`config.mk`:
```
export PLATFORM = sky130hd
export DESIGN_NAME = result_tx_packer_flat
export DESIGN_NICKNAME = d
export VERILOG_FILES = /design/src/rtl/result_tx_packer_if.sv /design/src/rtl/result_tx_packer.sv /design/src/flat_wrapper.sv
export SDC_FILE = /design/constraint.sdc
export NUM_CORES = 1
export LEC_CHECK = 0
export CAP_MARGIN = 40
export CORE_AREA = 3 3 104 106
export DETAILED_ROUTE_END_ITERATION = 16
export DIE_AREA = 0 0 107 109
export GPL_TIMING_DRIVEN = 0
export PLACE_DENSITY = 0.5
export SETUP_SLACK_MARGIN = 0.3
export SLEW_MARGIN = 5
export SYNTH_ARGS = -nofsm -noshare
export SYNTH_HDL_FRONTEND = slang
export SYNTH_SLANG_ARGS = --single-unit
```
`constraint.sdc`:
```
create_clock -name clk -period 2.1 [get_ports clk]
set_clock_uncertainty 0.05 [all_clocks]
set_input_delay 0.315 -clock clk [delete_from_list [all_inputs] [get_ports clk]]
set_output_delay 0.315 -clock clk [all_outputs]
set_load 0.005 [all_outputs]
```
`src/rtl/result_tx_packer_if.sv`:
```
// Result-to-UART handshake bundle.
// The master side issues results and observes the byte stream.
// The slave side is the packer itself.
interface result_tx_packer_if;
    logic        res_valid;
    logic [23:0] res_data;
    logic        tx_ready;
    logic [7:0]  tx_data;
    logic        busy;
    logic        res_drop;

    modport master (
        output res_valid,
        output res_data,
        input  tx_ready,
        input  tx_data,
        input  busy,
        input  res_drop
    );

    modport slave (
        input  res_valid,
        input  res_data,
        output tx_ready,
        output tx_data,
        output busy,
        output res_drop
    );
endinterface

```
`src/rtl/result_tx_packer.sv`:
```
// result_tx_packer: turns one 24-bit result into a 5-byte frame for tx_uart.
// The frame is HDR, res[23:16], res[15:8], res[7:0], CHK, where CHK is the
// XOR of the first four bytes. Each byte is announced by a one-cycle tx_ready
// pulse. Consecutive pulses are GAP_CLKS cycles apart, which leaves room for
// one UART character plus guard.
module result_tx_packer #(
    parameter int         GAP_CLKS = 57288,
    parameter logic [7:0] HDR      = 8'h52
) (
    input  logic                clk,
    input  logic                rst,
    result_tx_packer_if.slave   bus
);

    typedef enum logic [1:0] {
        IDLE = 2'd0,
        SEND = 2'd1,
        GAP  = 2'd2
    } state_t;

    // The GAP state spans GAP_CLKS-1 cycles. The counter therefore ends at GAP_CLKS-2.
    localparam logic [16:0] GAP_LAST = 17'(GAP_CLKS - 2);
    localparam logic [2:0]  LAST_IDX = 3'd4;

    state_t      state_r;
    logic [23:0] res_r;
    logic [2:0]  byte_idx_r;
    logic [16:0] gap_cnt_r;
    logic        tx_ready_r;
    logic [7:0]  tx_data_r;
    logic        busy_r;
    logic        res_drop_r;
    // This flag is cleared by reset and set on the first clock edge after release.
    // While it is clear, a res_valid that coincides with the release edge is ignored.
    logic        armed_r;

    // XOR checksum over header and the three result bytes.
    function automatic logic [7:0] frame_chk(input logic [23:0] res);
        frame_chk = HDR ^ res[23:16] ^ res[15:8] ^ res[7:0];
    endfunction

    // Selects the frame byte at position idx.
    function automatic logic [7:0] frame_byte(input logic [2:0] idx, input logic [23:0] res);
        case (idx)
            3'd0:    frame_byte = HDR;
            3'd1:    frame_byte = res[23:16];
            3'd2:    frame_byte = res[15:8];
            3'd3:    frame_byte = res[7:0];
            3'd4:    frame_byte = frame_chk(res);
            default: frame_byte = 8'h00;
        endcase
    endfunction

    // Frame sequencer. The outputs are registered, so each tx_ready pulse and
    // its byte are loaded on the edge that enters SEND.
    always_ff @(posedge clk or posedge rst) begin
        if (rst) begin
            state_r    <= IDLE;
            res_r      <= 24'h000000;
            byte_idx_r <= 3'd0;
            gap_cnt_r  <= 17'd0;
            tx_ready_r <= 1'b0;
            tx_data_r  <= 8'h00;
            busy_r     <= 1'b0;
            res_drop_r <= 1'b0;
            armed_r    <= 1'b0;
        end else begin
            armed_r    <= 1'b1;
            tx_ready_r <= 1'b0;
            res_drop_r <= bus.res_valid && (state_r != IDLE);
            case (state_r)
                IDLE: begin
                    if (bus.res_valid && armed_r) begin
                        res_r      <= bus.res_data;
                        byte_idx_r <= 3'd0;
                        gap_cnt_r  <= 17'd0;
                        tx_ready_r <= 1'b1;
                        tx_data_r  <= HDR;
                        busy_r     <= 1'b1;
                        state_r    <= SEND;
                    end else begin
                        state_r    <= IDLE;
                    end
                end
                SEND: begin
                    gap_cnt_r <= 17'd0;
                    state_r   <= GAP;
                end
                GAP: begin
                    if (gap_cnt_r == GAP_LAST) begin
                        if (byte_idx_r < LAST_IDX) begin
                            byte_idx_r <= byte_idx_r + 3'd1;
                            tx_data_r  <= frame_byte(byte_idx_r + 3'd1, res_r);
                            tx_ready_r <= 1'b1;
                            state_r    <= SEND;
                        end else begin
                            busy_r     <= 1'b0;
                            state_r    <= IDLE;
                        end
                    end else begin
                        gap_cnt_r <= gap_cnt_r + 17'd1;
                    end
                end
                default: begin
                    busy_r  <= 1'b0;
                    state_r <= IDLE;
                end
            endcase
        end
    end

    assign bus.tx_ready = tx_ready_r;
    assign bus.tx_data  = tx_data_r;
    assign bus.busy     = busy_r;
    assign bus.res_drop = res_drop_r;

endmodule

```
`src/flat_wrapper.sv`:
```
// flat-port wrapper written by rule: the top's interface ports become plain ports
module result_tx_packer_flat 
#(
    parameter int         GAP_CLKS = 57288,
    parameter logic [7:0] HDR      = 8'h52
)
  (clk, rst, bus_res_valid, bus_res_data, bus_tx_ready, bus_tx_data, bus_busy, bus_res_drop);
  result_tx_packer_if bus_i ();
  input  logic clk;
  input  logic rst;
  input wire logic [$bits(bus_i.res_valid)-1:0] bus_res_valid;
  input wire logic [$bits(bus_i.res_data)-1:0] bus_res_data;
  output wire logic [$bits(bus_i.tx_ready)-1:0] bus_tx_ready;
  output wire logic [$bits(bus_i.tx_data)-1:0] bus_tx_data;
  output wire logic [$bits(bus_i.busy)-1:0] bus_busy;
  output wire logic [$bits(bus_i.res_drop)-1:0] bus_res_drop;
  assign bus_i.res_valid = bus_res_valid;
  assign bus_i.res_data = bus_res_data;
  assign bus_tx_ready = bus_i.tx_ready;
  assign bus_tx_data = bus_i.tx_data;
  assign bus_busy = bus_i.busy;
  assign bus_res_drop = bus_i.res_drop;
  result_tx_packer #(.GAP_CLKS(GAP_CLKS), .HDR(HDR)) u_core (.clk(clk), .rst(rst), .bus(bus_i));
endmodule
```
==> Yosys cells after proc, flatten, opt, wreduce, memory -nomap -nowiden <==
Cells that the tools add are included.
{ "word_totals": {"reg_bits": 58, "in_bits": 27, "output_inout_bits": 11, "elab_cells": 63} }
{ "op_classes": {"addsub": 2, "order_cmp": 1, "eq_ne": 12, "mux": 24, "bitwise_logic": 4, "reduce_logical": 11} }
{ "ops": {"columns": ["operator", "n"], "rows": [
  ["17-bit case mux with 3 select lines", 1],
  ["8-bit case mux with 5 select lines", 1],
  ["17-bit two-way mux", 2],
  ["8-bit two-way mux", 3],
  ["17-bit by 1-bit adder with 17-bit output, second input constant", 1],
  ["17-bit by 16-bit equality test with 1-bit output, second input constant", 1],
  ["8-bit case mux with 2 select lines", 1],
  ["8-bit XOR", 2],
  ["3-bit two-way mux", 3],
  ["1-bit two-way mux", 8],
  ["4-bit AND reduction", 2],
  ["3-bit by 2-bit equality test with 1-bit output, second input constant", 2],
  ["2-bit by 1-bit != test with 1-bit output, second input constant", 3],
  ["2-bit case mux with 3 select lines", 1],
  ["3-bit case mux with 2 select lines", 1],
  ["2-bit != test, second input constant", 2],
  ["2-bit nonzero test", 2],
  ["3-bit by 1-bit adder with 3-bit output, second input constant", 1],
  ["3-bit by 1-bit equality test with 1-bit output, second input constant", 1],
  ["3-bit equality test, second input constant", 1],
  ["3-bit zero test", 1],
  ["3-bit < comparator, second input constant", 1],
  ["3-bit NOT", 1],
  ["1-bit case mux with 3 select lines", 1],
  ["other kinds (10)", 11]
]} }

==> Logic depth before layout (Yosys ltp) <==
{ "depth": {"word_depth": 7, "ltp_mapped": 7, "depth_no_buf": 7} }

==> Least setup slack after synthesis <==
Ideal clock, no wire load.
{ "synth_timing": {"path_kind": "register to register", "from": "register u_core.gap_cnt_r[13]", "to": "register u_core.gap_cnt_r[8]", "setup_ns": 0.132, "arrival_time_ns": 1.667, "t_required_ns": 1.918, "slack_ns": 0.252, "path_stages_with_launch": 6, "path_buffers": 0, "cell_sequence": "dfrtp_1 -> or4b_4 -> or3_4 -> o21ai_4 -> xor2_1 -> nor2_1"} }
{ "synth_via": {"elab_chain_len": 3} }
{ "synth_lines": {"columns": ["element", "line_no", "rtl"], "rows": [
  ["start, declared", "result_tx_packer.sv:28", "logic [16:0] gap_cnt_r;"],
  ["start signal, assigned", "result_tx_packer.sv:101", "gap_cnt_r <= gap_cnt_r + 17'd1;"],
  ["17-bit by 16-bit equality test with 1-bit output", "result_tx_packer.sv:90", "if (gap_cnt_r == GAP_LAST) begin"],
  ["2-bit != test (no line)", null, null],
  ["3-bit AND reduction (no line)", null, null]
]} }
No other way between the ends.
A chain may end at the register's enable or synchronous reset.

==> Final worst setup path <==
{ "layout_timing": {"from": "register u_core.gap_cnt_r[3]", "to": "register u_core.gap_cnt_r[12]"} }
{ "layout_via": {"elab_chain_len": 3} }
{ "layout_lines": {"columns": ["element", "line_no"], "rows": [
  ["17-bit by 1-bit adder with 17-bit output / 17-bit by 16-bit equality test with 1-bit output (equally long branches)", "result_tx_packer.sv:101, result_tx_packer.sv:90"],
  ["17-bit two-way mux / 2-bit != test (equally long branches)", null],
  ["17-bit case mux with 3 select lines / 3-bit AND reduction (equally long branches)", null]
]} }
Parallel ways exist; a longest one is shown, timed or not. The select of a mux whose other input is x is not followed.

==> reports/summary.txt <==
=================================================================================
Clock latency of the later-clocked register in the worst-skew pair        0.33 ns
Detailed-route via count                                                     2541
Peak fanout along the critical path                                             5
Internal power                                                            1610 µW
Proportion of power drawn by flip-flops and latches                         54.2%
Final worst hold slack                                                   0.344 ns
Final Hold Vio Count                                                            0
Number of levels the H-tree was split into                                      3
Sequential share of the synthesized area                                    48.7%
Estimated wirelength of the detail-placed design                          5.14 mm
Leakage power summed over all cells                                    0.00188 µW
Fill cell count                                                               991
CP endpoint kind                                                         register
Longest individual stage delay on the worst path                          0.52 ns
Part of the total power dissipated in combinational logic                    3.9%
Register cell area after layout                                          1460 µm²
GRT Util Overall                                                            13.6%
Average vias per placed instance                                             4.75
Antenna violations before repair                                                0
Number of global-route vias before repair                                    2535
Synth async-reset ratio                                                      100%
Required @ worst endpoint                                                 2.25 ns
Clock Power Share                                                           41.9%
TritonCTS clock tree                                                          yes
Clock buffers created by TritonCTS                                              9
Post-Route Setup TNS                                                         0 ns
Maximum vdd ir drop                                                      0.257 mV
Cell accounting for the most synthesized area                             dfrtp_1
Layout cell share with drive strength beyond 1                              22.1%
Most instantiated flip-flop cell in the synthesis netlist                 dfrtp_1
Master cell of the clock root buffer                                     clkbuf_8
Cell variety after synth                                                       43
Register bit total from synthesis                                              58
Cells along the critical path                                        or4b_4 > or3_4 > o21ai_4 > or3_4 > a21oi_2
Global-route wire length before repair                                    12.3 mm
Measured slew at the worst slew-check pin                                0.658 ns
I/O pin total                                                                  38
WL per Instance                                                           14.0 µm
Clock transition at the registers of the reported paths                   0.07 ns
Setup repair after global routing missed its margin                          true
Post-layout min period                                                    1.92 ns
Overall Power                                                             2070 µW
Fin nets                                                                      433
Share of the synthesized area in the top cell type                          48.7%
First DRT Iteration DRCs                                                       96
Min-Delay Path Class                                                 primary input to async pin
Floorplan Core Area                                                      9860 µm²
Area of the mapped netlist                                               2980 µm²
Die area                                                                11700 µm²
Count of pins over their slew limit                                             0
DRC viols                                                                       0
Max capacitance violation total                                                 0
Cts hold-fix bufs                                                               0
Die W                                                                      107 µm
Antenna viol nets, final                                                        0
Worst-case clock buffer depth                                                   2
Num rows                                                                       36
Antenna Diode Count                                                             0
PwrDens                                                                514 nW/µm²
Max-slew headroom                                                           56.1%
Dpl cells                                                                     497
Detailed-routing iteration count for the pre-antenna-repair pass                4
Switching component of the power                                           460 µW
Number of flops mapped to enable cells by yosys                                 0
Net switching fraction of the power                                         22.3%
Critical path arrival                                                     2.07 ns
Starting density of the core                                                30.2%
CP max-delay cell                                                          or4b_4
Grt ovf                                                                         0
Die outline height                                                         109 µm
Synth top area cells                                                 dfrtp_1 49%, nand2_1 11%, xor2_1 3.2%
Status                                                               complete, no violations
Clock Sink Count                                                               58
Multi-input gate area in the final layout                                1550 µm²
Net count after synthesis                                                     360
Aggregate routed wire length                                              7.47 mm
Final cell count without fillers                                              535
Global placement routability congestion                                     0.768
Quantity of I/O buffers inserted on ports                                      37
Synthesis-to-finish area growth                                             34.8%
Classification of the worst setup path                               register to register
Pin count of the biggest net entering global routing                           31
Share of the cycle needed by the critical path after routing                91.5%
Average instance area after synthesis                                    9.14 µm²
Warning count from the yosys run                                                0
Number of setup violations in the final report                                  0
Startpoint type of the worst setup path                                  register
Max Freq                                                                  521 MHz
Most common cell type on the critical path                                  or3_4
Number of standard cells after synthesis                                      326
=================================================================================
-- layout by cell type (no fill, tap or decap), drive strengths merged --
cell type	Yosys	routed
dfrtp	58	58
ha	7	7
nand3b	1	1
o32ai	4	4
o22ai	1	1
o31ai	2	2
nand4	6	6
nand2b	2	2
xnor2	9	9
nand2	90	90
or2	2	2
a22oi	7	7
or3	7	7
o21ai	18	18
clkdlybuf4s50	0	37
buf	2	31
o31a	1	1
xor2	11	11
or4b	3	3
o211ai	4	4
inv	9	9
nor4	1	1
clkinv	0	4
a21oi	17	17
nand3	16	16
a211o	1	1
nor3b	2	2
mux2i	4	4
a31oi	2	2
conb	1	1
nor2	20	20
a222oi	1	1
clkbuf	11	17
nand4b	2	2
nor2b	1	1
nor3	3	3
-- stage by stage --
stage	util, %	instance area [µm²]	worst slack, ns
floorplan	-	2990	0.252
global placement	35.7	3530	-0.870
detailed placement	35.9	3550	-0.298
CTS	39.5	3900	0.174
global route	40.7	4020	0.132
finish	40.7	4020	0.179
-- synth_stat cells (2+ instances only) --
master / number
xnor2_1: 9
xor2_1: 11
nand2b_1: 2
nor2_1: 19
a31oi_1: 2
ha_1: 7
nand2_1: 90
o31ai_1: 2
or3_2: 2
inv_1: 9
a22oi_1: 7
nor3_2: 2
nand4b_1: 2
nand4_1: 5
or3_1: 4
nand3_1: 16
or4b_4: 2
nor3b_2: 2
o32ai_1: 4
o21ai_0: 8
clkbuf_1: 11
a21oi_1: 17
dfrtp_1: 58
mux2i_1: 4
o211ai_1: 4
or2_2: 2
o21ai_1: 9
-- state kept, by name, indices dropped and copies added (netlist names) --
| name | cells |
|---|---|
| u_core.armed_r | 1 |
| u_core.bus.busy | 1 |
| u_core.bus.res_drop | 1 |
| u_core.bus.tx_data | 8 |
| u_core.bus.tx_ready | 1 |
| u_core.byte_idx_r | 3 |
| u_core.gap_cnt_r | 17 |
| u_core.res_r | 24 |
| u_core.state_r | 2 |
-- worst paths after layout --
path                                        from                    end  slack (ns)  depth (start not counted)
min reg2reg                u_core.bus.tx_data[7]  u_core.bus.tx_data[7]        0.47                          2
min in group clk                bus_res_data[16]       u_core.res_r[16]        0.45                          3
max                          u_core.gap_cnt_r[3]   u_core.gap_cnt_r[12]        0.18                          5
min                                          rst   u_core.gap_cnt_r[14]        0.34                          2
max in group asynchronous                    rst       u_core.res_r[11]        1.06                          3
max reg2reg                  u_core.gap_cnt_r[3]   u_core.gap_cnt_r[12]        0.18                          5
-- critical path, delay by kind of cell (launching register included) --
family / cells / cell delay [ns]
AND/OR/NAND/NOR: 3 / 1.05
flip-flops: 1 / 0.43
AO/OA/AOI/OAI: 2 / 0.25
-- power by group through the flow --
stage / clock network, µW / logic [µW] / registers [µW]
3_3_place_gp: 0 / 78.1 / 1140
6_report: 865 / 81.0 / 1120
5_1_grt: 954 / 89.9 / 1120
2_1_floorplan: 0 / 19.3 / 1140
3_5_place_dp: 0 / 83.5 / 1140
4_1_cts: 899 / 83.9 / 1120
-- kinds of logic after synthesis --
logic type	after synthesis	synth area share, %
fa+ha+maj	7	2.94
xor+xnor	20	5.88
compound gates	58	12.3
buf+inv	22	3.07
other cells	1	0.126
flops	58	48.7
mux	4	1.34
simple gates	156	25.7
-- layout make-up --
| type | instances | area share (%) |
|---|---|---|
| clock inverters | 4 | 0.498 |
| well taps | 133 | 4.14 |
| plain buffers | 13 | 1.74 |
| clock buffers | 10 | 3.43 |
| inverters | 9 | 0.841 |
| repair buffers | 62 | 14.6 |
| flip-flops and latches | 58 | 36.3 |
| multi-input cells | 246 | 38.5 |
-- routing by layer --
layer	wire (µm)	share of wire (%)	up-vias	GRT usage (%)
li1	-	-	1265	-
met1	3730	50	1220	18.9
met2	3380	45	48	21.0
met3	258	3.5	8	2.31
met4	107	1.4	0	5.75
met5	0	0	-	0
-- repair_timing --
| item | CTS | global route |
|---|---|---|
| resized for setup | 29 | 21 |
| hold endpoints to repair | 0 | 0 |
| gates cloned | 1 | 0 |
| pin swaps | 13 | 14 |
| setup buffers | 14 | 9 |
| setup endpoints to repair | 49 | 55 |
Note: power is estimated with default switching activity, not from simulation.
==> variant: new RTL, same flow settings <==
Make the reset (`rst`) synchronous in one clocked block.
--- a/src/rtl/result_tx_packer.sv
+++ b/src/rtl/result_tx_packer.sv
@@ -54,5 +54,5 @@
     // Frame sequencer. The outputs are registered, so each tx_ready pulse and
     // its byte are loaded on the edge that enters SEND.
-    always_ff @(posedge clk or posedge rst) begin
+    always_ff @(posedge clk) begin
         if (rst) begin
             state_r    <= IDLE;
Formal check against the unedited RTL: differs if rst is asserted again (counterexample within 4 cycles, from zero or initial values and one cycle with rst high); with rst held inactive, the same outputs for 10 cycles.
==> variant against the unedited design <==
Setup slack better by 0.025 ns; sequential cell count unchanged; routed wire length increased by 21%; synthesized area increased by 3.1%; cell area grew 11%; largest cell class unchanged; highest routed layer unchanged.
Power is not compared: it rests on default switching activity, and its combinational part moved more than twofold at a synthesized area within 25%.
==> variant: results (changes against the unedited design) <==
| Metric | Value |
|---|---|
| Placed Area | 0.00364 mm^2 (+2.6%) |
| Adder-cell area share of the yosys netlist | 3.67% (+0.73 points) |
| Root Buffer Master | clkbuf_8 |
| Maximum number of pins on one net before global-route repair | 11 (-65%) |
| Final cell count without fillers | 570 (+6.5%) |
| Net Switching | roughly 0.70 mW |
| Synth area leaders | dfxtp_1 (38%), nand2_1 (8.1%), a21oi_1 (7.5%), ha_1 (3.7%), mux2_2 (3.7%) |
| Worst endpoint data arrival time | around 2.1 ns |
| Met2 GRT Util | 24.2% (+3.2 points) |
| Buffer depth of the longest clock path | 2 (unchanged) |
| Wire length of the first global-routing pass | 14500 um (+18%) |
| Number of synthesized flops with an enable pin | 0 (unchanged) |
| Overall Global Routing Usage | 15.9% (+2.3 points) |
| Via count of the first global-routing pass | 2857 (+13%) |
| Post-layout net count | 468 (+8.1%) |
| Leakage power total | roughly 1.6 nW |
| Max reg flops | 24 (unchanged) |
| Post-synth net total | 394 (+9.4%) |
| Initial antenna violation count | 0 (unchanged) |
| Routability congestion estimate from global placement | 0.835 (+8.7%) |
| Syn. warnings | 0 (unchanged) |
| Top cells by count, synth | nand2_1 (66), dfxtp_1 (58), a21oi_1 (46) |
| Detailed-router iteration count before antenna repair | 5 (+1) |
| Met3 usage | 3.61% (+1.3 points) |
| Synth Area in Compound Gates | 19.5% (+7.2 points) |
| Most used DFF post-synth | dfxtp_1 |
| Number of design-rule violations left by the first detailed-router iteration | 154 (+60%) |
| Max VDD drop | roughly 280 uV |
| Largest register by flop count | u_core.res_r |
| Worst-case headroom to the max-slew limit | 65.2% (+9.1 points) |
| Antenna diode count | 0 (unchanged) |
| Share of async-settable or async-resettable flops after synthesis | 0% (-100 points) |
| Maximum fanout along the worst path | 6 (+1) |
| Instance count of the mapped netlist | 358 (+9.8%) |
| CTS Buf Count | 9 (unchanged) |
| Mux cell area share after synthesis | 4.97% (+3.6 points) |
| Register clock-pin slew on the reported worst setup and hold paths | 0.07 ns (about the same) |
| Number of vias per cell | 5.18 (+9.0%) |
| Hold Path Class | reg2reg |
| Worst setup timing slack at the placement stage | -0.108 ns (+0.190 ns) |
| Netlist cell types | 55 (+28%) |
| Most frequently used cell type in the post-synthesis netlist | nand2_1 |
| Global routing met1 resource utilization | 22.6% (+3.6 points) |
| Run status | finished, final reports clean |
| Count of buffers inserted at the top-level ports | 37 (unchanged) |
| Number of placed instances with taps included | 528 (+6.2%) |
| Xor/xnor cell area share of the yosys netlist | 3.18% (-2.7 points) |
| Sum of net half-perimeters after detailed placement | 6040 um (+18%) |
| Number of H-tree branching levels | 3 (unchanged) |
| Portion of the post-synthesis area used by sequential elements | 37.8% (-11 points) |
| Share of post-route cells with drive strength above 1 | 29.7% (+7.6 points) |
| Insertion delay of the later-clocked pin in the worst-skew pair | 0.35 ns (+0.02 ns) |
| Filler cells | 966 (-2.5%) |
| Routed WL | 9060 um (+21%) |
[variant: changes by cell type after synthesis, sizes merged, moves of 10 or more]
cell	delta
dfrtp	-58
dfxtp	+58
a21oi	+29
nand2	-24
o21ai	-13
nor2	-12
or4	+11
mux2	+10
xor2	-10
[variant: worst max-delay path, cell delays in order (launching register included)]
cell,delay (ns)
dfxtp_4,0.36
ha_4,0.17
ha_4,0.21
clkbuf_16,0.14
and2_1,0.15
buf_8,0.14
a22oi_2,0.19
a21oi_2,0.08
mux2_4,0.27
[variant: area by class of cell]
cell class | instances | area [um^2] | area share [%]
multi-input combinational | 267 | 2060 | 46.3
sequential | 58 | 1180 | 26.4
timing repair buffer | 63 | 599 | 13.4
buffer | 22 | 191 | 4.29
tap | 133 | 166 | 3.73
clock buffer | 11 | 141 | 3.17
clock inverter | 5 | 77.6 | 1.74
inverter | 11 | 41.3 | 0.926
[variant: repair_timing]
item / 4_1_cts / 5_1_grt
setup endpoints to repair: 52 / 56
gates resized for setup: 56 / 62
pin swaps: 16 / 23
hold endpoints to repair: 0 / 0
buffers inserted: 15 / 8
cloned: 2 / 1
[variant: cells by family (layout without fill, tap and decap cells)]
family | Yosys count | in the layout
buffers and inverters | 33 | 112
AO/OA/AOI/OAI | 93 | 93
XOR/XNOR | 8 | 8
multiplexers | 14 | 14
AND/OR/NAND/NOR | 143 | 143
adder cells (fa/ha/maj) | 9 | 9
flip-flops | 58 | 58
[variant: path summary, 6_finish.rpt]
path	endpoint	slack, ns	depth (start not counted)	startpoint
worst min register to register	u_core.res_r[20]	0.43	2	u_core.res_r[20]
worst max register to register	u_core.bus.tx_data[3]	0.20	8	u_core.byte_idx_r[1]
worst min-delay path	u_core.res_r[20]	0.43	2	u_core.res_r[20]
worst max-delay path	u_core.bus.tx_data[3]	0.20	8	u_core.byte_idx_r[1]
[variant: per-stage QoR]
stage | setup TNS (ns) | util [%]
final | 0 | 45.2
after floorplan | 0 | -
after CTS | 0 | 42.8
after global placement | -1.70 | 36.9
after detailed placement | -1.63 | 36.9
after global routing | 0 | 45.2
[variant: per-layer routing]
metal	vias up	share of wire, %
met5	-	0
met4	0	0.96
met3	8	3.8
met2	61	45
met1	1430	50
li1	1451	-
[variant: power groups by stage]
stage | registers (mW) | clock network, mW | logic [mW]
after floorplan | 1.20 | 0 | 0.176
after global placement | 1.21 | 0 | 0.304
after detailed placement | 1.21 | 0 | 0.305
after CTS | 1.18 | 1.19 | 0.342
after global routing | 1.19 | 1.24 | 0.409
final | 1.18 | 1.18 | 0.374
